## src/rtl/datalogger_pkg.sv

```systemverilog
//------------------------------------------------------------------------------
// Module   : datalogger_pkg
// Brief    : Register map, bit positions and CONTROL layout for the capture FIFO.
// Revision : 1.0
//------------------------------------------------------------------------------
`default_nettype none

package datalogger_pkg;

  localparam logic [1:0] ADDR_DATA    = 2'd0;
  localparam logic [1:0] ADDR_STATUS  = 2'd1;
  localparam logic [1:0] ADDR_CONTROL = 2'd2;
  localparam logic [1:0] ADDR_DROPS   = 2'd3;

  localparam int ST_EMPTY_BIT   = 16;
  localparam int ST_FULL_BIT    = 17;
  localparam int ST_OVF_BIT     = 18;

  localparam int CTRL_EN_BIT    = 0;
  localparam int CTRL_CLR_BIT   = 1;
  localparam int CTRL_IRQEN_BIT = 2;
  localparam int CTRL_THR_LSB   = 8;

  typedef struct packed {
    logic [7:0] threshold;
    logic       irq_en;
    logic       enable;
  } ctrl_t;

  function automatic ctrl_t decode_ctrl(input logic [31:0] i_word);
    ctrl_t w_c;
    w_c.threshold = i_word[CTRL_THR_LSB +: 8];
    w_c.irq_en    = i_word[CTRL_IRQEN_BIT];
    w_c.enable    = i_word[CTRL_EN_BIT];
    return w_c;
  endfunction

  // Clear is a pulse, so its bit always reads back as zero.
  function automatic logic [31:0] encode_ctrl(input ctrl_t i_c);
    logic [31:0] w_word;
    w_word                      = '0;
    w_word[CTRL_THR_LSB +: 8]   = i_c.threshold;
    w_word[CTRL_IRQEN_BIT]      = i_c.irq_en;
    w_word[CTRL_EN_BIT]         = i_c.enable;
    return w_word;
  endfunction

endpackage

`default_nettype wire

```

## src/rtl/datalogger_sync_fifo.sv

```systemverilog
//------------------------------------------------------------------------------
// Module   : datalogger_sync_fifo
// Brief    : Single-clock FIFO with extra-bit wrap pointers and flush.
// Revision : 1.0
//------------------------------------------------------------------------------
`default_nettype none

module datalogger_sync_fifo #(
  parameter int WIDTH = 32,
  parameter int DEPTH = 64,
  parameter int LVL_W = $clog2(DEPTH) + 1
) (
  input  logic             clk,
  input  logic             rst,
  input  logic             i_push,
  input  logic             i_pop,
  input  logic             i_flush,
  input  logic [WIDTH-1:0] i_din,
  output logic [WIDTH-1:0] o_dout,
  output logic [LVL_W-1:0] o_level,
  output logic             o_empty,
  output logic             o_full
);

  localparam int IDX_W = LVL_W - 1;

  logic [WIDTH-1:0] r_mem [DEPTH];
  logic [LVL_W-1:0] r_wptr;
  logic [LVL_W-1:0] r_rptr;
  logic [LVL_W-1:0] w_level;
  logic             w_empty;
  logic             w_full;
  logic             w_do_push;
  logic             w_do_pop;

  assign w_level = r_wptr - r_rptr;
  assign w_empty = (r_wptr == r_rptr);
  assign w_full  = (w_level == LVL_W'(DEPTH));

  // A push into a full FIFO is accepted only when the head leaves in the same cycle.
  assign w_do_pop  = i_pop && !w_empty && !i_flush;
  assign w_do_push = i_push && (!w_full || w_do_pop) && !i_flush;

  always_ff @(posedge clk or posedge rst) begin
    if (rst) begin
      r_wptr <= '0;
      r_rptr <= '0;
    end else if (i_flush) begin
      r_wptr <= '0;
      r_rptr <= '0;
    end else begin
      if (w_do_push) r_wptr <= r_wptr + 1'b1;
      if (w_do_pop)  r_rptr <= r_rptr + 1'b1;
    end
  end

  always_ff @(posedge clk) begin
    if (w_do_push) r_mem[r_wptr[IDX_W-1:0]] <= i_din;
  end

  assign o_dout  = r_mem[r_rptr[IDX_W-1:0]];
  assign o_level = w_level;
  assign o_empty = w_empty;
  assign o_full  = w_full;

endmodule

`default_nettype wire

```

## src/rtl/datalogger_capture_fifo.sv

```systemverilog
//------------------------------------------------------------------------------
// Module   : datalogger_capture_fifo
// Brief    : Timestamped sample capture FIFO behind an Avalon-MM slave window.
// Revision : 1.0
//------------------------------------------------------------------------------
`default_nettype none

module datalogger_capture_fifo
  import datalogger_pkg::*;
#(
  parameter int DATA_W = 16,
  parameter int TS_W   = 16,
  parameter int DEPTH  = 64,
  parameter int LVL_W  = $clog2(DEPTH) + 1
) (
  input  logic              clk_clk,
  input  logic              reset_reset,
  input  logic [DATA_W-1:0] sample_data,
  input  logic              sample_valid,
  input  logic [1:0]        avs_address,
  input  logic              avs_read,
  input  logic              avs_write,
  input  logic [31:0]       avs_writedata,
  output logic [31:0]       avs_readdata,
  output logic              avs_readdatavalid,
  output logic              irq
);

  ctrl_t             r_ctrl;
  logic [TS_W-1:0]   r_ts;
  logic [15:0]       r_drops;
  logic              r_ovf;
  logic [31:0]       r_rdata;
  logic              r_rdv;
  logic              r_irq;

  logic [31:0]       w_dout;
  logic [LVL_W-1:0]  w_level;
  logic              w_empty;
  logic              w_full;
  logic              w_rd_data;
  logic              w_wr_ctrl;
  logic              w_wr_status;
  logic              w_clear;
  logic              w_push;
  logic              w_pop;
  logic              w_drop;
  logic [31:0]       w_status;
  logic [31:0]       w_rd_mux;
  logic [15:0]       w_level16;
  logic [15:0]       w_thr16;

  assign w_rd_data   = avs_read && (avs_address == ADDR_DATA);
  assign w_wr_ctrl   = avs_write && (avs_address == ADDR_CONTROL);
  assign w_wr_status = avs_write && (avs_address == ADDR_STATUS);
  assign w_clear     = w_wr_ctrl && avs_writedata[CTRL_CLR_BIT];

  // Clear beats a same-cycle sample, so the push is suppressed outright.
  assign w_pop  = w_rd_data && !w_empty;
  assign w_push = sample_valid && r_ctrl.enable && !w_clear;
  assign w_drop = w_push && w_full && !w_pop;

  datalogger_sync_fifo #(
    .WIDTH (32),
    .DEPTH (DEPTH),
    .LVL_W (LVL_W)
  ) u_fifo (
    .clk     (clk_clk),
    .rst     (reset_reset),
    .i_push  (w_push),
    .i_pop   (w_pop),
    .i_flush (w_clear),
    .i_din   ({r_ts, sample_data}),
    .o_dout  (w_dout),
    .o_level (w_level),
    .o_empty (w_empty),
    .o_full  (w_full)
  );

  assign w_level16 = 16'(w_level);
  assign w_thr16   = {8'h00, r_ctrl.threshold};

  always_comb begin
    w_status               = '0;
    w_status[15:0]         = w_level16;
    w_status[ST_EMPTY_BIT] = w_empty;
    w_status[ST_FULL_BIT]  = w_full;
    w_status[ST_OVF_BIT]   = r_ovf;
  end

  always_comb begin
    w_rd_mux = '0;
    case (avs_address)
      ADDR_DATA:    w_rd_mux = w_empty ? 32'h0 : w_dout;
      ADDR_STATUS:  w_rd_mux = w_status;
      ADDR_CONTROL: w_rd_mux = encode_ctrl(r_ctrl);
      ADDR_DROPS:   w_rd_mux = {16'h0000, r_drops};
      default:      w_rd_mux = '0;
    endcase
  end

  always_ff @(posedge clk_clk or posedge reset_reset) begin
    if (reset_reset) begin
      r_ctrl  <= '0;
      r_ts    <= '0;
      r_drops <= '0;
      r_ovf   <= 1'b0;
      r_rdata <= '0;
      r_rdv   <= 1'b0;
      r_irq   <= 1'b0;
    end else begin
      r_rdv <= avs_read;
      if (avs_read) r_rdata <= w_rd_mux;

      if (w_wr_ctrl) r_ctrl <= decode_ctrl(avs_writedata);

      if (w_clear)             r_ts <= '0;
      else if (r_ctrl.enable)  r_ts <= r_ts + 1'b1;

      if (w_clear)                          r_drops <= '0;
      else if (w_drop && r_drops != 16'hFFFF) r_drops <= r_drops + 16'd1;

      // A drop in the same cycle as a clear-overflow write keeps the flag set.
      if (w_clear)                                       r_ovf <= 1'b0;
      else if (w_drop)                                   r_ovf <= 1'b1;
      else if (w_wr_status && avs_writedata[ST_OVF_BIT]) r_ovf <= 1'b0;

      r_irq <= r_ctrl.irq_en && (r_ctrl.threshold != 8'h00) && (w_level16 >= w_thr16);
    end
  end

  assign avs_readdata      = r_rdata;
  assign avs_readdatavalid = r_rdv;
  assign irq               = r_irq;

endmodule

`default_nettype wire

```

## config.mk

```make
export PLATFORM = sky130hd
export DESIGN_NAME = datalogger_capture_fifo
export DESIGN_NICKNAME = d
export VERILOG_FILES = /design/src/rtl/datalogger_pkg.sv /design/src/rtl/datalogger_sync_fifo.sv /design/src/rtl/datalogger_capture_fifo.sv
export SDC_FILE = /design/constraint.sdc
export NUM_CORES = 2
export LEC_CHECK = 0
export ABC_AREA = 1
export CAP_MARGIN = 15
export CELL_PAD_IN_SITES_DETAIL_PLACEMENT = 1
export CELL_PAD_IN_SITES_GLOBAL_PLACEMENT = 2
export CORE_MARGIN = 8
export CORE_UTILIZATION = 47
export DETAILED_ROUTE_END_ITERATION = 12
export PLACE_DENSITY_LB_ADDON = 0.1
export SETUP_SLACK_MARGIN = 0.02
export SLEW_MARGIN = 30
export SYNTH_ARGS = -nofsm -noshare
export SYNTH_HDL_FRONTEND = slang
export SYNTH_SLANG_ARGS = --single-unit
```

## constraint.sdc

```tcl
create_clock -name clk_clk -period 11.34 [get_ports clk_clk]
set_input_delay 2.268 -clock clk_clk [delete_from_list [all_inputs] [get_ports clk_clk]]
set_output_delay 2.268 -clock clk_clk [all_outputs]
set_load 0.05 [all_outputs]
```

Yosys cells after proc, flatten, opt, wreduce, memory -nomap -nowiden
Memories as Yosys holds them, arrays and structs flattened. Index checks and enable logic that the tools add are counted.

Add/sub/neg operators: 5. $mul: 0. Divide/modulo/power cells: 0. $lt $le $gt $ge: 1. Equal/unequal tests: 6. Shifts and indexed selects: 0. Multiplexer cells: 15. Bitwise logic cells: 0. Reductions and logical operators: 29.

Operators with widths (count): $pmux W32 S4 (1); $mux W16 (4); $add A16 B1 Y16 const B (2); $mux W32 (1); $mux W7 (4); $logic_and A1 B1 Y1 (17); $ne A16 B16 Y1 const B (1); $add A7 B1 Y7 const B (2); $ge A7 B8 Y1 (1); $reduce_bool A2 Y1 (4); $reduce_bool A8 Y1 (1); $eq A7 B7 Y1 (1); $eq A7 B7 Y1 const B (1); $sub A7 B7 Y7 (1); $mux W1 (5); $eq A2 B2 Y1 const B (2); $logic_not A1 Y1 (4); $reduce_bool A3 Y1 (1); $eq A2 B1 Y1 const B (1); $logic_not A2 Y1 (1); $logic_or A1 B1 Y1 (1).

Bits in registers: 91. Latch bits: 0. RAM bits: 2048. Memory bits (read-only): 0. Input bits: 55. Memories: 1.

Memories: u_fifo.r_mem (depth 64, bits a word 32, read ports 1, clocked after Yosys merged registers in 0, write ports 1, RTL line datalogger_sync_fifo.sv:27) `logic [WIDTH-1:0] r_mem [DEPTH];`.

Longest topological paths before layout
Depth after elaboration: 10. Gate-level depth with buffers: 20.

By module
From an unflattened synthesis, not the netlist that was laid out.

Cells, all modules: 6921. Area, all modules: 86230.2 um2.

By module, submodules not included: datalogger_sync_fifo (instances 1, cells each 6386, area each 82110.0 um2); datalogger_capture_fifo (instances 1, cells each 535, area each 4120.2 um2).

Least setup slack after synthesis
No wires, ideal clock.

Kind: input to register. From: input avs_address[1]. To: memory u_fifo.r_mem[47][0] (enable). Arrival time: 5.617 ns. Data required time: 10.879 ns. Slack: 5.261 ns. Cell stages on the path: 14. Cells stage by stage: buf_4 inv_2 nor2_2 inv_2 nor2_2 nand2_1 nand2_1 inv_2 nand2_1 inv_1 nand2_1 inv_2 nand2_1 nor3_1.

Cells in the longest elaborated chain, start to end: 10. Elaborated cells on any way between the ends: 15.

RTL lines: start: declaration (RTL line datalogger_capture_fifo.sv:20) `input logic [1:0] avs_address,`; $eq A2 B2 Y1 or $logic_not A2 Y1 (tied branches) (RTL line datalogger_capture_fifo.sv:54, datalogger_capture_fifo.sv:53); $logic_and A1 B1 Y1, on equally long branches (RTL line datalogger_capture_fifo.sv:54, datalogger_capture_fifo.sv:53); $logic_and A1 B1 Y1, on equally long branches (RTL line datalogger_capture_fifo.sv:56, datalogger_capture_fifo.sv:59); $logic_not A1 Y1 or $logic_and A1 B1 Y1 (tied branches) (RTL line datalogger_sync_fifo.sv:41, datalogger_sync_fifo.sv:42, datalogger_capture_fifo.sv:60); $logic_and A1 B1 Y1 (RTL line datalogger_sync_fifo.sv:41) `assign w_do_pop = i_pop && !w_empty && !i_flush;`; $logic_or A1 B1 Y1 (RTL line datalogger_sync_fifo.sv:42) `assign w_do_push = i_push && (!w_full || w_do_pop) && !i_flush;`; $logic_and A1 B1 Y1 (RTL line datalogger_sync_fifo.sv:42); $logic_and A1 B1 Y1 (*) (RTL line datalogger_sync_fifo.sv:42); $mux W1 (*) (RTL line datalogger_sync_fifo.sv:58) `if (w_do_push) r_mem[r_wptr[IDX_W-1:0]] <= i_din;`; $mux W1 (not written as such) (*) (RTL line datalogger_sync_fifo.sv:58); end: declaration (RTL line datalogger_sync_fifo.sv:27).

Every way passes the cells marked *; elsewhere a longest branch is shown, timed or not.

Worst setup path in the final report
From: input avs_address[0]. To: memory u_fifo.r_mem[42][20] (enable).

Same word-level chain as after synthesis.

==> flow_metrics.env <==
export IMPL_cp_start_kind="input pin"
export IMPL_gr_usage_all_layers_pct=26.9
export IMPL_cp_common_cell="nand2_1"
export IMPL_wl_met1_mm=118
export IMPL_place_ws_ns=4.51
export IMPL_dpl_hpwl_mm=145
export IMPL_highest_layer="met5"
export IMPL_cts_buffers=223
export IMPL_overflow=0
export IMPL_peakVddDrop_mv=0.204
export IMPL_postCtsSetupBuffers=0
export IMPL_synth_distinct_cells=46
export IMPL_tightest_slew_ns=1.10
export IMPL_dr_wl_met2_mm=131
export IMPL_synth_edf_count=2048
export IMPL_hold_path_class="register to register"
export IMPL_postSynthAreaPerCell_um2=12.0
export IMPL_coreArea_um2=185000
export IMPL_clock_fmax_ghz=0.166
export IMPL_crit_required_ns=11.89
export IMPL_rsz0062_at_grt="false"
export IMPL_final_cells=9910
export IMPL_finalCriticalPeriod_ns=6.03
export IMPL_avgRoutedWirePerCell_um=27.7
export IMPL_max_stage_delay_ns=0.77
export IMPL_drive_gt1_share_pct=7.59
export IMPL_skew_ns=0.0248
export IMPL_cpLargestDelayFamily="simple AND/OR/NAND/NOR gates"
export IMPL_num_rows=158
export IMPL_routabilityCongestion=0.833
export IMPL_htree_num_levels=4
export IMPL_hold_viol_final=0
export IMPL_die_area_um2=199000
export IMPL_ys_async_sr_fraction_pct=4.25
export IMPL_clk_pin_slew_worst_paths_ns=0.06
export IMPL_cts_tree="built"
export IMPL_io_pins=89
export IMPL_cts_sink_count=2139
export IMPL_final_setup_tns_ns=0
export IMPL_die_w_um=446
export IMPL_cpMaxStageDelayCell="nor2_4"
export IMPL_ys_flop_type="edfxtp_1"
export IMPL_status="complete, no violations"
export IMPL_antenna_found_initial=12
export IMPL_grt_pass1_wl_mm=397
export IMPL_postCtsHoldBufs=0
export IMPL_wl_met3_mm=14.7
export IMPL_setup_viol=0
export IMPL_clock_root_buffer="clkbuf_16"
export IMPL_drc=0
export IMPL_routed_wl_mm=274
export IMPL_crit_arrival_ns=6.58
export IMPL_final_util_pct=52.7
export IMPL_yosysWarnings=0
export IMPL_setup_slack_ns=5.31
export IMPL_ant_nets=0
export IMPL_numPortBuffers=68
export IMPL_clk_latency_ns=0.86
export IMPL_syn_to_final_growth_pct=11.8
export IMPL_viasPerCell=5.81
export IMPL_path_buf_inv=7
export IMPL_synthDominantCellAreaShare_pct=70.7
export IMPL_drv_cap=0
export IMPL_slew_headroom_pct=26.5
export IMPL_place_inst=9504
export IMPL_drt_iter0_drc=5204
export IMPL_whs_ns=0.479
export IMPL_slew_viol_final=0
export IMPL_leakage_nw=34.1
export IMPL_synthTopCellsByArea="edfxtp_1 (71%), nand2_1 (5.8%), nor2_1 (5.1%), o21ai_0 (4.6%), dfrtp_1 (2.6%)"
export IMPL_start_util_pct=47.1
export IMPL_crit_chain="clkdlybuf4s50_1 > nor2_2 > inv_2 > nor2_2 > nand2_2 > buf_4 > nand2_1 > inv_2 > nand2_1 > inv_1 > nand2_1 > inv_2 > nand2_1 > nor2_4 > buf_16"
export IMPL_power_density_nw_per_um2=245
export IMPL_synth_area_leader_cell="edfxtp_1"
export IMPL_final_cell_mix="edfxtp_1 (2048), nand2_1 (1335), nor2_1 (1108)"
export IMPL_synthesis_area_um2=87000
export IMPL_ys_ff_latch=2139
export IMPL_nets=7323
export IMPL_yosysSeqAreaShare_pct=73.3
export IMPL_grt_start_max_net_pins=221
export IMPL_grt_pass1_vias=59500
export IMPL_dieHeight_um=446
export IMPL_synth_cells=7264
export IMPL_crit_fanout=50
export IMPL_ctsResizeCount=0
export IMPL_cts_path_max_buffers=3
export IMPL_synth_fp_nets=7337
export IMPL_crit_type="input pin to register"
export IMPL_drt_first_pass_iters=6
export IMPL_vias=57600
export IMPL_finalCritPeriodShare_pct=53.1
export IMPL_worst_setup_path_end_kind="register"
export IMPL_mostFrequentLayoutCell="edfxtp_1"
[per-layer routing]
metal	global-route usage [%]	up-vias
met5	0	-
met1	36.5	29800
li1	-	25700
met2	44.6	1573
met3	3.66	433
met4	9.97	2
[registers in the layout (all words and copies together) (netlist names)]
name / cells
avs_readdatavalid: 1
r_drops: 16
u_fifo.r_rptr: 7
u_fifo.r_mem: 2048
r_ovf: 1
avs_readdata: 32
u_fifo.r_wptr: 7
r_ctrl: 10
irq: 1
r_ts: 16
[path summary, 6_finish.rpt]
| check | end | slack, ns | depth (start not counted) | start |
|---|---|---|---|---|
| worst min register to register | avs_readdata[31]$_DFFE_PP0P_ | 0.48 | 2 | avs_readdata[31]$_DFFE_PP0P_ |
| max in group asynchronous | u_fifo.r_rptr[1]$_DFFE_PP0P_ | 8.14 | 3 | reset_reset |
| min in group asynchronous | avs_readdatavalid$_DFF_PP0_ | 1.87 | 2 | reset_reset |
| worst max register to register | u_fifo.r_mem[42][20]$_DFFE_PP_ | 6.25 | 14 | u_fifo.r_rptr[4]$_DFFE_PP0P_ |
| worst min-delay path | avs_readdata[31]$_DFFE_PP0P_ | 0.48 | 2 | avs_readdata[31]$_DFFE_PP0P_ |
| worst max-delay path | u_fifo.r_mem[42][20]$_DFFE_PP_ | 5.31 | 15 | avs_address[0] |
[report_power, final]
group | total, mW | internal [mW] | leakage, nW | switching, mW
Clock | 7.00 | 3.97 | 3.36 | 3.03
Sequential | 9.23 | 9.00 | 20.1 | 0.231
Combinational | 7.61 | 1.83 | 10.6 | 5.78
[metrics by stage]
| stage | power [mW] | area [um^2] |
|---|---|---|
| global route | 24.9 | 97300 |
| floorplan | 14.0 | 87000 |
| finish | 23.8 | 97300 |
| detailed placement | 17.0 | 90400 |
| CTS | 24.0 | 97300 |
| global placement | 16.8 | 90200 |
[layout make-up]
class                   instances  area [um^2]
multi-input cells            4425        20600
inverters                     249          971
fillers                     18800        87300
well taps                    2480         3100
diodes                          1         2.50
flip-flops and latches       2139        63800
repair buffers                212         1950
clock buffers                 296         5970
clock inverters               108          932
[tightest hold or removal path, stage by stage (launching register included)]
cell     delay (ns)
dfrtp_1        0.34
nand2_1        0.05
nand2_1        0.05
[kinds of logic after synthesis]
kind of cell | count (synthesis) | share of synthesized area, %
simple gates | 2932 | 13.4
flops | 2139 | 73.3
compound gates | 1451 | 9.21
buf+inv | 700 | 3.63
xor+xnor | 22 | 0.221
fa+ha+maj | 18 | 0.267
mux | 2 | 0.0230
[cell usage after synthesis (38+ instances only)]
library cell	number
buf_2	137
nor2_1	1171
clkbuf_1	201
o211ai_1	195
dfrtp_1	91
nand4_1	38
a21oi_1	267
nand2_1	1337
edfxtp_1	2048
inv_1	239
o22ai_1	129
buf_4	59
nand3_1	296
nor3_1	70
o21ai_0	807
Power figures use the tool's default switching activity.
